--- config.mk ---
export PLATFORM = sky130hd
export DESIGN_NAME = boid_frame_plotter
export DESIGN_NICKNAME = d
export VERILOG_FILES = /design/src/rtl/boid_frame_plotter.sv
export SDC_FILE = /design/constraint.sdc
export NUM_CORES = 1
export LEC_CHECK = 0
export BUFFER_PORTS_ARGS = -buffer_cell sky130_fd_sc_hd__buf_2
export CAP_MARGIN = 20
export CORE_MARGIN = 2
export CORE_UTILIZATION = 35
export CTS_CLUSTER_DIAMETER = 60
export DETAILED_ROUTE_END_ITERATION = 6
export MAX_ROUTING_LAYER = met4
export SYNTH_ARGS = -nofsm -noshare
export SYNTH_HDL_FRONTEND = slang
export SYNTH_SLANG_ARGS = --single-unit
--- constraint.sdc ---
create_clock -name clock -period 5.02 [get_ports clock]
set_input_delay 1.004 -clock clock [delete_from_list [all_inputs] [get_ports clock]]
set_output_delay 1.004 -clock clock [all_outputs]
set_load 0.01 [all_outputs]
--- src/rtl/boid_frame_plotter.sv ---
// Boid frame plotter: snapshots CPU-written boid positions at frame end and
// emits one back-buffer pixel write per cycle for a square around each boid.
module boid_frame_plotter #(
    parameter int MAX_BOIDS    = 4,
    parameter int BOID_SIZE    = 2,
    parameter int VIDEO_WIDTH  = 640,
    parameter int VIDEO_HEIGHT = 480,
    localparam int BITS_FOR_BOIDS = $clog2(MAX_BOIDS),
    localparam int ADDR_WIDTH     = $clog2(VIDEO_WIDTH*VIDEO_HEIGHT)
) (
    input  logic                      clock,
    input  logic                      CPU_RESETN,
    input  logic                      cpu_we,
    input  logic [BITS_FOR_BOIDS-1:0] cpu_idx,
    input  logic [9:0]                cpu_x,
    input  logic [8:0]                cpu_y,
    input  logic                      cpu_valid,
    input  logic                      screen_end,
    output logic                      pix_we,
    output logic [ADDR_WIDTH-1:0]     pix_addr,
    output logic                      buf_clear,
    output logic                      front_sel,
    output logic                      busy,
    output logic                      done,
    output logic                      overrun
);

    localparam int IDX_W = BITS_FOR_BOIDS + 1;

    typedef enum logic [1:0] {IDLE, CLEAR, PLOT, DONE} state_t;

    state_t state, state_next;

    logic [9:0] slot_x [MAX_BOIDS];
    logic [8:0] slot_y [MAX_BOIDS];
    logic       slot_v [MAX_BOIDS];
    logic [9:0] snap_x [MAX_BOIDS];
    logic [8:0] snap_y [MAX_BOIDS];
    logic       snap_v [MAX_BOIDS];

    logic [BITS_FOR_BOIDS-1:0] boid_cnt;
    logic [1:0]                dy_cnt, dx_cnt;
    logic                      frame_start, cpu_hit, last_cand;
    logic [10:0]               cand_px;
    logic [9:0]                cand_py;
    logic                      cand_vis;
    logic [ADDR_WIDTH-1:0]     cand_addr;

    logic                  pix_we_p1;
    logic [ADDR_WIDTH-1:0] pix_addr_p1;
    logic                  done_p1;

    function automatic logic on_screen(input logic vld, input logic [10:0] px,
                                       input logic [9:0] py);
        return vld && (px < 11'(VIDEO_WIDTH)) && (py < 10'(VIDEO_HEIGHT));
    endfunction

    function automatic logic [ADDR_WIDTH-1:0] pixel_addr(input logic [10:0] px,
                                                         input logic [9:0] py);
        return ADDR_WIDTH'(py) * ADDR_WIDTH'(VIDEO_WIDTH) + ADDR_WIDTH'(px);
    endfunction

    assign cpu_hit     = cpu_we && ({1'b0, cpu_idx} < IDX_W'(MAX_BOIDS));
    assign frame_start = (state == IDLE) && screen_end;
    assign last_cand   = (boid_cnt == BITS_FOR_BOIDS'(MAX_BOIDS - 1)) &&
                         (dy_cnt == 2'(BOID_SIZE - 1)) && (dx_cnt == 2'(BOID_SIZE - 1));

    // Widened sums so a boid at the screen edge cannot wrap back on-screen
    assign cand_px   = {1'b0, snap_x[boid_cnt]} + {9'b0, dx_cnt};
    assign cand_py   = {1'b0, snap_y[boid_cnt]} + {8'b0, dy_cnt};
    assign cand_vis  = on_screen(snap_v[boid_cnt], cand_px, cand_py);
    assign cand_addr = pixel_addr(cand_px, cand_py);

    always_ff @(posedge clock) begin
        if (!CPU_RESETN) state <= IDLE;
        else             state <= state_next;
    end

    always_comb begin
        state_next = state;
        buf_clear  = 1'b0;
        busy       = 1'b1;
        case (state)
            IDLE: begin
                busy = 1'b0;
                if (screen_end) state_next = CLEAR;
            end
            CLEAR: begin
                buf_clear  = 1'b1;
                state_next = PLOT;
            end
            PLOT:    if (last_cand) state_next = DONE;
            DONE:    state_next = IDLE;
            default: state_next = IDLE;
        endcase
    end

    // Live slots take CPU writes at any time; the snapshot sees a same-cycle write
    always_ff @(posedge clock) begin
        if (!CPU_RESETN) begin
            for (int i = 0; i < MAX_BOIDS; i++) begin
                slot_x[i] <= '0;
                slot_y[i] <= '0;
                slot_v[i] <= 1'b0;
                snap_x[i] <= '0;
                snap_y[i] <= '0;
                snap_v[i] <= 1'b0;
            end
        end else begin
            if (cpu_hit) begin
                slot_x[cpu_idx] <= cpu_x;
                slot_y[cpu_idx] <= cpu_y;
                slot_v[cpu_idx] <= cpu_valid;
            end
            if (frame_start) begin
                for (int i = 0; i < MAX_BOIDS; i++) begin
                    if (cpu_hit && (cpu_idx == BITS_FOR_BOIDS'(i))) begin
                        snap_x[i] <= cpu_x;
                        snap_y[i] <= cpu_y;
                        snap_v[i] <= cpu_valid;
                    end else begin
                        snap_x[i] <= slot_x[i];
                        snap_y[i] <= slot_y[i];
                        snap_v[i] <= slot_v[i];
                    end
                end
            end
        end
    end

    always_ff @(posedge clock) begin
        if (!CPU_RESETN || (state != PLOT) || last_cand) begin
            boid_cnt <= '0;
            dy_cnt   <= '0;
            dx_cnt   <= '0;
        end else if (dx_cnt == 2'(BOID_SIZE - 1)) begin
            dx_cnt <= '0;
            if (dy_cnt == 2'(BOID_SIZE - 1)) begin
                dy_cnt   <= '0;
                boid_cnt <= boid_cnt + 1'b1;
            end else begin
                dy_cnt <= dy_cnt + 1'b1;
            end
        end else begin
            dx_cnt <= dx_cnt + 1'b1;
        end
    end

    // p0 -> p1: candidate pixel registered onto the buffer write port
    always_ff @(posedge clock) begin
        if (!CPU_RESETN) begin
            pix_we_p1   <= 1'b0;
            pix_addr_p1 <= '0;
            done_p1     <= 1'b0;
            front_sel   <= 1'b0;
            overrun     <= 1'b0;
        end else begin
            pix_we_p1 <= (state == PLOT) && cand_vis;
            if (state == PLOT) pix_addr_p1 <= cand_addr;
            done_p1 <= (state == DONE);
            if (frame_start) front_sel <= ~front_sel;
            if (screen_end && (state != IDLE)) overrun <= 1'b1;
        end
    end

    assign pix_we   = pix_we_p1;
    assign pix_addr = pix_addr_p1;
    assign done     = done_p1;

endmodule

# Yosys cells after proc, flatten, opt, wreduce, memory -nomap -nowiden
# Memories as Yosys holds them, arrays and structs flattened. A register that Yosys moved wholly into a read port is not among the register bits.
# Cells that the tools add are included.
[word_totals]
regBits = 31
ramBits = 160
inputBits = 26
output_inout_bits = 25
wordCells = 165
memories = 6
[memory_table]
columns = ["memory", "words", "width", "read_ports", "rd_clocked_by_memory_dff", "wr", "line_no", "source"]
rows = [
  ["slot_x", 4, 10, 4, 0, 4, "34", "logic [9:0] slot_x [MAX_BOIDS];"],
  ["snap_x", 4, 10, 1, 1, 4, "37", "logic [9:0] snap_x [MAX_BOIDS];"],
  ["slot_y", 4, 9, 4, 0, 4, "35", "logic [8:0] slot_y [MAX_BOIDS];"],
  ["snap_y", 4, 9, 1, 1, 4, "38", "logic [8:0] snap_y [MAX_BOIDS];"],
  ["slot_v", 4, 1, 4, 0, 4, "36", "logic slot_v [MAX_BOIDS];"],
  ["snap_v", 4, 1, 1, 1, 4, "39", "logic snap_v [MAX_BOIDS];"],
]
[op_classes]
add_sub_neg = 6
multipliers = 1
order_cmp = 2
n_eq_ne = 12
n_mux = 81
n_bitwise = 25
reduce_logical = 23
[op_table]
columns = ["cell", "count"]
rows = [
  ["10-bit two-way mux", 9],
  ["9-bit two-way mux", 9],
  ["1-bit two-way mux", 50],
  ["2-bit two-way mux", 12],
  ["1-bit OR", 24],
  ["19-bit by 11-bit adder with 19-bit output", 1],
  ["10-bit by 3-bit multiplier with 12-bit output (second input constant)", 1],
  ["10-bit by 2-bit adder with 11-bit output", 1],
  ["1-bit logical AND", 11],
  ["11-bit by 10-bit < comparator with 1-bit output (second input constant)", 1],
  ["9-bit by 2-bit adder with 10-bit output", 1],
  ["2-bit equality test (second input constant)", 5],
  ["10-bit by 9-bit < comparator with 1-bit output (second input constant)", 1],
  ["10-bit OR reduction", 1],
  ["9-bit OR reduction", 1],
  ["2-bit by 1-bit equality test with 1-bit output (second input constant)", 4],
  ["2-bit one-hot mux with 4 select lines", 1],
  ["2-bit by 1-bit adder with 2-bit output (second input constant)", 3],
  ["2-bit != test (second input constant)", 3],
  ["2-bit logical NOT", 2],
  ["2-bit AND reduction", 2],
  ["1-bit logical OR", 2],
  ["2-bit nonzero test", 1],
  ["2-bit OR reduction", 1],
  ["3 further kinds", 3],
]

# Logic depth before layout (Yosys ltp)
# Gate-level depths: netlist (run 1).
[depth]
word_depth = 8
mapped_depth = 19
mapped_depth_nobuf = 17

# Worst setup path before layout (run 1)
# Ideal clock, no wire load.
[synth_path]
path_type = "reg2reg"
startpoint = "register with a tool-made name"
endpoint = "register pix_addr_p1[18] (netlist: pix_addr[18])"
setup_time_ns = 0.122
arrival_ns = 4.073
required_time_ns = 4.898
path_slack_ns = 0.824
stages_incl_launch_ff = 19
n_path_buf = 2
period_less_slack_ns = 4.196
cell_sequence = "dfxtp_1 > buf_2 > buf_2 > mux4_2 > ha_1 > inv_1 > fa_1 > nand4b_4 > nor2_1 > xor2_1 > ha_1 > ha_1 > and3_1 > a221oi_1 > xnor2_1 > nand4_1 > and3b_1 > a211oi_1 > nand3b_1"
[synth_rtl]
columns = ["element", "line_no", "source"]
rows = [
  ["end signal: assignment", "159", "if (state == PLOT) pix_addr_p1 <= cand_addr;"],
  ["end: declaration", "50", "logic [ADDR_WIDTH-1:0] pix_addr_p1;"],
]

==> metrics.txt, run 1 <==
reg2reg setup slack=680 ps; critical path required time=5340 ps; fin area=10600 µm²; Max Cap Viol=0; Total Neg Setup Slack=0 ps; router iterations before antenna repair=5; Slew Limit Fails=0; Placed Instance Area=9920 µm²; Die Span Y=167 µm; die width=167 µm; clock buffer depth=2; Worst Hold Class=register to register; post-DP HPWL=14.2 mm; Mean Syn Cell Area=10.8 µm²; ratio of cells with drive above 1 in the final layout=14.3%; sequential element share of the synthesized area=58.2%; Post-synth EDFFs=154; CP Class=register to register; Post-Place Worst Slack=700 ps; static leakage=4.17 nW; reg-to-reg endpoint=pix_addr[18]; htree depth=4; Mapped Area=9290 µm²; most frequent cells in the layout=nand2_1, edfxtp_1, a21oi_1; CTS Root Cell=clkbuf_16; fin crit period=4340 ps; Worst Clk Skew=16.2 ps; Ports=51; syn_nets=915; die area=27900 µm²; WP data arrival=4660 ps; CTS Buf Count=17; First DRT Iteration DRCs=600; CP Launch Type=register; post-synth cell types=50; Syn. warnings=0; vias in the first global route=6142; Max-slew headroom=25.2%; largest net degree at the start of global routing=58; Tot Pwr=4.42 mW; Resize count post-CTS=0; # diodes=0; worst-margin pin slew=1120 ps; Vias=6321; Max FO, Critical Path=8; clock latency on the worst-skew pair=440 ps; routed len/inst=17.5 µm; Sink Count=193; GPL Wtd Cong=0.762; final wirelength=21.8 mm; hold violation total from the final report=0; GRT Overall Usage=16.4%; Finished Core Util=40.5%; RSZ-0062 raised after global routing=false; min setup slack post-route=679 ps; initial antenna violation count=0; Vias/cell=5.06; antenna-violating nets left=0; fin crit share=86.5%; Post-CTS Setup Bufs=0; Reg2Reg Depth=16; first-pass GRT wire length=34.2 mm; worst vdd ir=0.000259 V; Area growth, synth to finish=13.5%; CP endpoint kind=register; clock-pin slew on the worst setup and hold paths=70 ps; Crit path largest cell delay=540 ps; Layout Nets=957; Cells after Synth=858; total core area=26100 µm²; Initial Util=35.7%; CTS tree=done; Hold-fix buffers, CTS=0; Row Count=59; worst path cell trace=buf_4 > mux4_2 > ha_1 > a21o_1 > nand2_1 > xnor2_1 > ha_1 > ha_1 > fa_1 > a211oi_1 > or2_2 > a21oi_1 > maj3_1 > a32oi_1 > a211oi_1 > nand3b_1; last element of the critical path=pix_addr[18]; Max Clk Rate=230 MHz; Overflow after GRT=0; Crit-path slowest cell=mux4_2; Most used DFF post-synth=edfxtp_1; hold path cells=2; PD cells=419 nW/µm²; drt drc=0; Synth async-reset ratio=0%; IO Port Bufs=50; register bit total from synthesis=193; setup violators final=0; Crit path top cell by count=ha_1; outcome=finished, final reports clean; most common cell after layout, fill and taps aside=nand2_1
==> critical path, delay by kind of cell (launching register included) <==
family	cells	cell delay [ps]
xor+xnor	1	230
flops	1	370
buf+inv	1	230
mux	1	540
fa+ha+maj	5	1610
simple gates	3	400
compound gates	5	850
==> stage by stage <==
step / std cells / hold WS (ps)
finish: 1248 / 464
global route: 1248 / 487
CTS: 1246 / 468
detailed placement: 1214 / 452
global placement: 1214 / 435
floorplan: 858 / 420
==> layout make-up <==
cell class	instances	area [µm²]
fill	2503	15500
clock buffer	17	425
clock inverter	15	170
timing repair buffer	68	418
tap	335	419
inverter	40	150
sequential	193	5410
multi-input combinational	580	3560
==> synth_stat cells, types with 2 or more instances <==
library cell  count  area (µm²)
ha_1             27         338
a311oi_1          2        17.5
and2_1            5        31.3
fa_1              4        80.1
a31oi_1           2        12.5
nand3b_1          4        30.0
o211ai_1          2        15.0
or3_1             2        12.5
a21oi_1          92         460
nand4_1           4        25.0
nor3_1            8        40.0
dfxtp_1          39         781
nor2_1           90         338
buf_6             2        22.5
edfxtp_1        154        4620
clkbuf_1         40         150
nand2_1         197         739
xnor2_1          18         158
mux4_1            2        52.6
nand2b_1          4        25.0
a21o_1            9        67.6
nand3_1          11        55.1
xor2_1           13         114
mux2i_1          12         120
or2_2             5        31.3
mux4_2           18         405
buf_2             2        10.0
nor3b_1           2        15.0
and3_1            7        43.8
a211oi_1         10        75.1
o21ai_0          11        55.1
o21bai_1          3        22.5
inv_1            40         150
==> sequential cells by signal, indices dropped and copies added, names as in the netlist, named ones only <==
name and cells:
dy_cnt 2, snap_v 4, snap_x 40, overrun 1, slot_x 40, pix_we 1
dx_cnt 2, slot_v 4, done 1, boid_cnt 2, state 2, pix_addr 19
snap_y 36, slot_y 36, front_sel 1
==> where the power goes <==
group          switching (mW)  internal (mW)
Sequential             0.0885           2.02
Clock                   0.658          0.713
Combinational           0.581          0.362
Total                    1.33           3.10
==> cells by family after synthesis <==
| family | after synthesis | synth area share (%) |
|---|---|---|
| AND/OR/NAND/NOR | 348 | 16.0 |
| multiplexers | 32 | 6.22 |
| XOR/XNOR | 32 | 3.16 |
| buffers and inverters | 85 | 3.62 |
| AO/OA/AOI/OAI | 136 | 8.25 |
| adder cells (fa/ha/maj) | 32 | 4.60 |
| flip-flops | 193 | 58.2 |
==> metal layers <==
metal | track usage, % | part of all wire, % | vias up | wire (µm)
met4 | 4.35 | 1.2 | 0 | 265
met2 | 26.2 | 48 | 179 | 10400
met1 | 21.6 | 46 | 3044 | 9990
met5 | - | 0 | - | 0
met3 | 2.78 | 5.4 | 20 | 1180
li1 | - | - | 3078 | -
==> worst min-delay path by stage <==
| stage | startpoint | endpoint |
|---|---|---|
| after floorplan | snap_v[1] | snap_v[1] |
| after global placement | snap_v[2] | snap_v[2] |
| after detailed placement | snap_v[0] | snap_v[0] |
| after CTS | snap_v[0] | snap_v[0] |
| after global routing | snap_v[1] | snap_v[1] |
| final | snap_v[0] | snap_v[0] |
Note: power is estimated with default switching activity, not from simulation.
==> inputs of run 2 (changes only) <==
--- a/config.mk
+++ b/config.mk
@@ -8,7 +8,7 @@
 export BUFFER_PORTS_ARGS = -buffer_cell sky130_fd_sc_hd__buf_2
 export CAP_MARGIN = 20
 export CORE_MARGIN = 2
-export CORE_UTILIZATION = 35
+export CORE_UTILIZATION = 40
 export CTS_CLUSTER_DIAMETER = 60
 export DETAILED_ROUTE_END_ITERATION = 6
 export MAX_ROUTING_LAYER = met4
==> constraint.sdc (replaced) <==
create_clock -name clock -period 4 [get_ports clock]
set_input_delay 0.8 -clock clock [delete_from_list [all_inputs] [get_ports clock]]
set_output_delay 0.8 -clock clock [all_outputs]
set_load 0.01 [all_outputs]
==> metrics.txt, run 2 (synthesis gave the netlist of run 1 again) <==
HP Start=snap_v[1]; total core area=22700 µm²; Crit path largest cell delay=380 ps; Row Count=55; number of fill cells in the layout=2066; Post-Place Worst Slack=80.5 ps; fin area=10800 µm²; fin crit share=96.0%; Area growth, synth to finish=16.6%; hold violation total from the final report=0; Crit path top cell by count=ha_1; Worst Clk Skew=21.2 ps; Finished Core Util=47.7%; WP data arrival=4160 ps; Max Clk Rate=260 MHz; critical path required time=4310 ps; Slew Limit Fails=0; most common cell after layout, fill and taps aside=nand2_1; outcome=finished, final reports clean; Worst Hold Path EP=snap_v[1]; most frequent cells in the layout=nand2_1, edfxtp_1, a21oi_1; Max FO, Critical Path=4; Vias/cell=5.17; largest net degree at the start of global routing=54; Die Span Y=156 µm; CTS tree=done; CP Launch Type=register; die width=156 µm; clock-pin slew on the worst setup and hold paths=70 ps; worst path cell trace=mux4_2 > ha_4 > inv_2 > fa_2 > nor2_2 > xor2_2 > ha_1 > ha_1 > a21o_1 > a221oi_2 > xnor2_2 > nand4_1 > and3b_1 > a211oi_1 > nand3b_1; clock latency on the worst-skew pair=440 ps; Ports=51; first-pass GRT wire length=33.6 mm; First DRT Iteration DRCs=421; worst vdd ir=0.000220 V; CTS Root Cell=clkbuf_16; clock buffer depth=2; ratio of cells with drive above 1 in the final layout=19.7%; Overflow after GRT=0; htree depth=4; die area=24500 µm²; min setup slack post-route=158 ps; largest registers=slot_x (40), snap_x (40); fin crit period=3840 ps; Max-slew headroom=31.1%; Layout Nets=980; PD cells=516 nW/µm²; Reg2Reg Depth=15; Worst Hold Class=register to register; routed len/inst=17.3 µm; router iterations before antenna repair=5; GPL Wtd Cong=0.803; static leakage=4.28 nW; setup violators final=0; CTS Buf Count=17; antenna-violating nets left=0; IO Port Bufs=50; Tot Pwr=5.59 mW; post-DP HPWL=14.1 mm; initial antenna violation count=0; worst-margin pin slew=1030 ps; reg2reg setup slack=160 ps; Max Cap Viol=0; Placed Instance Area=10100 µm²; Sink Count=193; Initial Util=40.9%; final wirelength=21.2 mm; drt drc=0; reg-to-reg endpoint=pix_addr[18]; worst path bufs/invs=1; # diodes=0; Vias=6308; GRT Overall Usage=18.7%; delay-heaviest family, CP=adder cells; vias in the first global route=6147; CP Class=register to register; hold path cells=2; CP endpoint kind=register; Crit-path slowest cell=fa_2
[run 2: per-layer routing]
metal / wire length, µm / global-route usage (%) / part of all wire, %
met5: 0 / - / 0
met4: 380 / 6.47 / 1.8
met3: 945 / 2.60 / 4.5
met2: 10400 / 30.5 / 49
met1: 9490 / 24.0 / 45
[run 2: timing repair]
| action | CTS | global route |
|---|---|---|
| buffers inserted | 0 | 5 |
| gates resized for setup | 0 | 24 |
| setup endpoints to repair | 0 | 4 |
| endpoints found under the hold margin | 0 | 0 |
| hold buffers | 0 | 0 |
[run 2: cell type report]
cell class,count,area (µm²),area share (%)
timing repair buffer,91,598,5.52
clock inverter,15,120,1.11
tap,285,357,3.29
multi-input combinational,580,3780,34.9
inverter,40,150,1.39
sequential,193,5410,49.9
clock buffer,17,425,3.93
[run 2: worst register-to-register path, cell delays in order (launching register included)]
cell,delay [ps]
dfxtp_4,360
mux4_2,360
ha_4,140
inv_2,40
fa_2,380
nor2_2,160
xor2_2,240
ha_1,320
ha_1,330
a21o_1,220
a221oi_2,350
xnor2_2,190
nand4_1,170
and3b_1,270
a211oi_1,50
nand3b_1,170
[run 2: worst max-delay path by stage]
stage	start	endpoint	slack, ps	depth (start not counted)
after CTS	register	pix_addr[18]	70	16
after global routing	register	pix_addr[18]	-20	15
after detailed placement	register	pix_addr[18]	80	16
after floorplan	register	pix_addr[18]	7	18
final	register	pix_addr[18]	160	15
after global placement	register	pix_addr[18]	150	15
[run 2: where the power goes]
part           total (mW)  switching, mW  leakage (nW)  internal [mW]
Combinational        1.34          0.790          2.11          0.546
Clock                1.60          0.789         0.264          0.813
Sequential           2.65          0.112          1.90           2.54
[run 2: stage by stage]
| stage | hold WS [ps] | instances | setup TNS, ps |
|---|---|---|---|
| final | 448 | 1221 | 0 |
| after global routing | 478 | 1221 | -20.5 |
| after CTS | 455 | 1214 | 0 |
| after detailed placement | 439 | 1182 | 0 |
| after global placement | 432 | 1182 | 0 |
| after floorplan | 420 | 858 | 0 |
==> inputs of run 3 (changes only) <==
--- a/config.mk
+++ b/config.mk
@@ -5,13 +5,15 @@
 export SDC_FILE = /design/constraint.sdc
 export NUM_CORES = 1
 export LEC_CHECK = 0
+export ABC_AREA = 1
 export BUFFER_PORTS_ARGS = -buffer_cell sky130_fd_sc_hd__buf_2
 export CAP_MARGIN = 20
 export CORE_MARGIN = 2
-export CORE_UTILIZATION = 40
+export CORE_UTILIZATION = 50
 export CTS_CLUSTER_DIAMETER = 60
 export DETAILED_ROUTE_END_ITERATION = 6
 export MAX_ROUTING_LAYER = met4
+export PLACE_DENSITY = 0.67
 export SYNTH_ARGS = -nofsm -noshare
 export SYNTH_HDL_FRONTEND = slang
 export SYNTH_SLANG_ARGS = --single-unit
==> metrics.txt, run 3 <==
outcome=finished, final reports clean; Overflow after GRT=0; fin crit share=93.8%; last element of the critical path=pix_addr[18]; syn_nets=1071; Mapped Area=9460 µm²; reg2reg setup slack=250 ps; drt drc=0; Tot Pwr=5.80 mW; first-pass GRT wire length=33.9 mm; delay-heaviest family, CP=simple AND/OR/NAND/NOR gates; initial antenna violation count=0; Crit path top cell by count=nand2_1; WP data arrival=4080 ps; Syn. warnings=0; fin crit period=3750 ps; final wirelength=21.9 mm; Sink Count=193; htree depth=4; Max Clk Rate=267 MHz; die area=20000 µm²; post-synth top area cell=edfxtp_1; Max Cap Viol=0; Die Span Y=142 µm; Layout Nets=1139; Vias=7037; main combinational cell family by area after synthesis=simple AND/OR/NAND/NOR gates; Worst Hold Class=register to register; Mean Syn Cell Area=9.33 µm²; worst-margin pin slew=884 ps; ratio of cells with drive above 1 in the final layout=16.7%; sw frac=31.5%; largest registers=slot_x (40), snap_x (40); fin area=10900 µm²; reg-to-reg endpoint=pix_addr[18]; number of fill cells in the layout=1619; Reg2Reg Depth=24; Worst Clk Skew=15.0 ps; CP Class=register to register; adder-cell share of the synthesized area=4.42%; Yosys top cell area share=48.9%; CTS Buf Count=17; worst path bufs/invs=5; static leakage=4.56 nW; setup violators final=0; Gate power share=24.9%; WL met2=10.0 mm; die width=142 µm; Hold-fix buffers, CTS=0; critical path required time=4330 ps; simple-gate portion of the synthesized area=16.2%; hold violation total from the final report=0; Most used DFF post-synth=edfxtp_1; commonest cells in the netlist=edfxtp_1, nand2_1, nor2_1, inv_1, o21ai_0; Post-Route M1 WL=10.3 mm; vias in the first global route=6403; Cells after Synth=1014; CTS tree=done; IO Port Bufs=50; GRT Overall Usage=22.7%; clock power share=29.1%; Vias/cell=5.29; register bit total from synthesis=193; Finished Core Util=58.6%; Max-slew headroom=41.0%; GPL Wtd Cong=0.840; total core area=18600 µm²; most common cell after layout, fill and taps aside=edfxtp_1; top routing layer used=met4; largest net degree at the start of global routing=41; post-synth cell types=42; CP endpoint kind=register; Placed Instance Area=10100 µm²; First DRT Iteration DRCs=665; Row Count=50; CTS Root Cell=clkbuf_16; Max FO, Critical Path=16; Slew Limit Fails=0; count leader, synth=edfxtp_1; Seq pwr share=45.9%; # diodes=0; CP Launch Type=register; sequential element share of the synthesized area=57.1%; router iterations before antenna repair=5; Ports=51; met3 wire len=1.30 mm; Area growth, synth to finish=15.5%; most frequent cells in the layout=edfxtp_1, nand2_1, nor2_1; Total Neg Setup Slack=0 ps; clock buffer depth=2; antenna-violating nets left=0; synth top area cells=edfxtp_1, dfxtp_1, nand2_1; post-synthesis mux area share=0%; Crit path largest cell delay=520 ps; worst path cell trace=buf_12 > nand2_1 > a32oi_2 > inv_1 > fa_2 > inv_2 > nand3_2 > nor2_4 > xor2_2 > ha_4 > fa_1 > nand2_1 > inv_1 > nand4_1 > nand3_2 > nand2_1 > nor2_2 > nand3_2 > nor2_2 > nand3_1 > nand2_1 > nand3_1 > nand2_1 > inv_1; internal power=3.97 mW; Sw Pwr=1.83 mW; Post-synth EDFFs=154; xor/xnor cell area share of the yosys netlist=2.13%; Initial Util=50.7%; Synth async-reset ratio=0%; PD cells=531 nW/µm²; worst vdd ir=0.000311 V; routed len/inst=16.5 µm; clock latency on the worst-skew pair=440 ps; Synth Area in Compound Gates=12.4%; Crit. path cell count=24; clock-pin slew on the worst setup and hold paths=70 ps; Crit-path slowest cell=fa_1; Min Hold Slack=467 ps; post-DP HPWL=15.1 mm
run 3: metrics by stage:
| stage | cells | setup slack (ps) |
|---|---|---|
| 2_1_floorplan | 1014 | -2.34 |
| 3_3_place_gp | 1284 | 136 |
| 3_5_place_dp | 1284 | -21.2 |
| 4_1_cts | 1316 | 35.3 |
| 5_1_grt | 1329 | -40.3 |
| 6_report | 1329 | 248 |
run 3: worst min-delay path by stage:
| stage | start | endpoint | slack [ps] | depth (start not counted) |
|---|---|---|---|---|
| 6_report | overrun | overrun | 470 | 2 |
| 5_1_grt | overrun | overrun | 500 | 2 |
| 3_3_place_gp | overrun | overrun | 460 | 2 |
| 3_5_place_dp | overrun | overrun | 460 | 2 |
| 4_1_cts | overrun | overrun | 470 | 2 |
| 2_1_floorplan | dx_cnt[0] | dx_cnt[0] | 430 | 1 |
run 3: worst register-to-register path: stages (launching register included):
cell	delay, ps
dfxtp_4	420
buf_12	150
nand2_1	80
a32oi_2	190
inv_1	90
fa_2	380
inv_2	60
nand3_2	100
nor2_4	150
xor2_2	210
ha_4	240
fa_1	520
nand2_1	60
inv_1	70
nand4_1	110
nand3_2	90
nand2_1	60
nor2_2	160
nand3_2	110
nor2_2	100
nand3_1	70
nand2_1	60
nand3_1	70
nand2_1	80
inv_1	30
run 3: cell families (layout without fill, tap and decap cells):
| group | count (synthesis) | count (layout) |
|---|---|---|
| AOI/OAI and AO/OA | 216 | 216 |
| xor gates and xnor gates | 23 | 23 |
| adders and majority gates | 31 | 31 |
| buffers and inverters | 183 | 264 |
| DFF | 193 | 193 |
| and+or+nand+nor | 368 | 368 |
run 3: final cells by class:
type | count | area, µm² | share of cell area, %
repair buffers | 96 | 619 | 5.67
clock buffers | 17 | 425 | 3.89
clock inverters | 15 | 158 | 1.44
inverters | 136 | 520 | 4.76
well taps | 234 | 293 | 2.68
multi-input cells | 638 | 3500 | 32.0
flip-flops and latches | 193 | 5410 | 49.5
run 3: per-layer routing:
layer	up-vias	track usage, %
li1	3533	-
met1	3246	32.6
met2	236	34.1
met3	22	3.95
met4	0	5.42
met5	-	-
run 3: power groups by stage:
stage | Combinational, mW | Sequential (mW) | Clock (mW)
after floorplan | 0.889 | 2.72 | 0
after global placement | 1.31 | 2.70 | 0
after detailed placement | 1.33 | 2.71 | 0
after CTS | 1.34 | 2.66 | 1.71
after global routing | 1.62 | 2.69 | 1.80
final | 1.45 | 2.66 | 1.69
run 3: timing repair:
item / 4_1_cts / 5_1_grt
gates cloned: 0 / 0
setup endpoints to repair: 1 / 6
resized for setup: 1 / 42
pin swaps: 0 / 30
setup buffers: 0 / 13
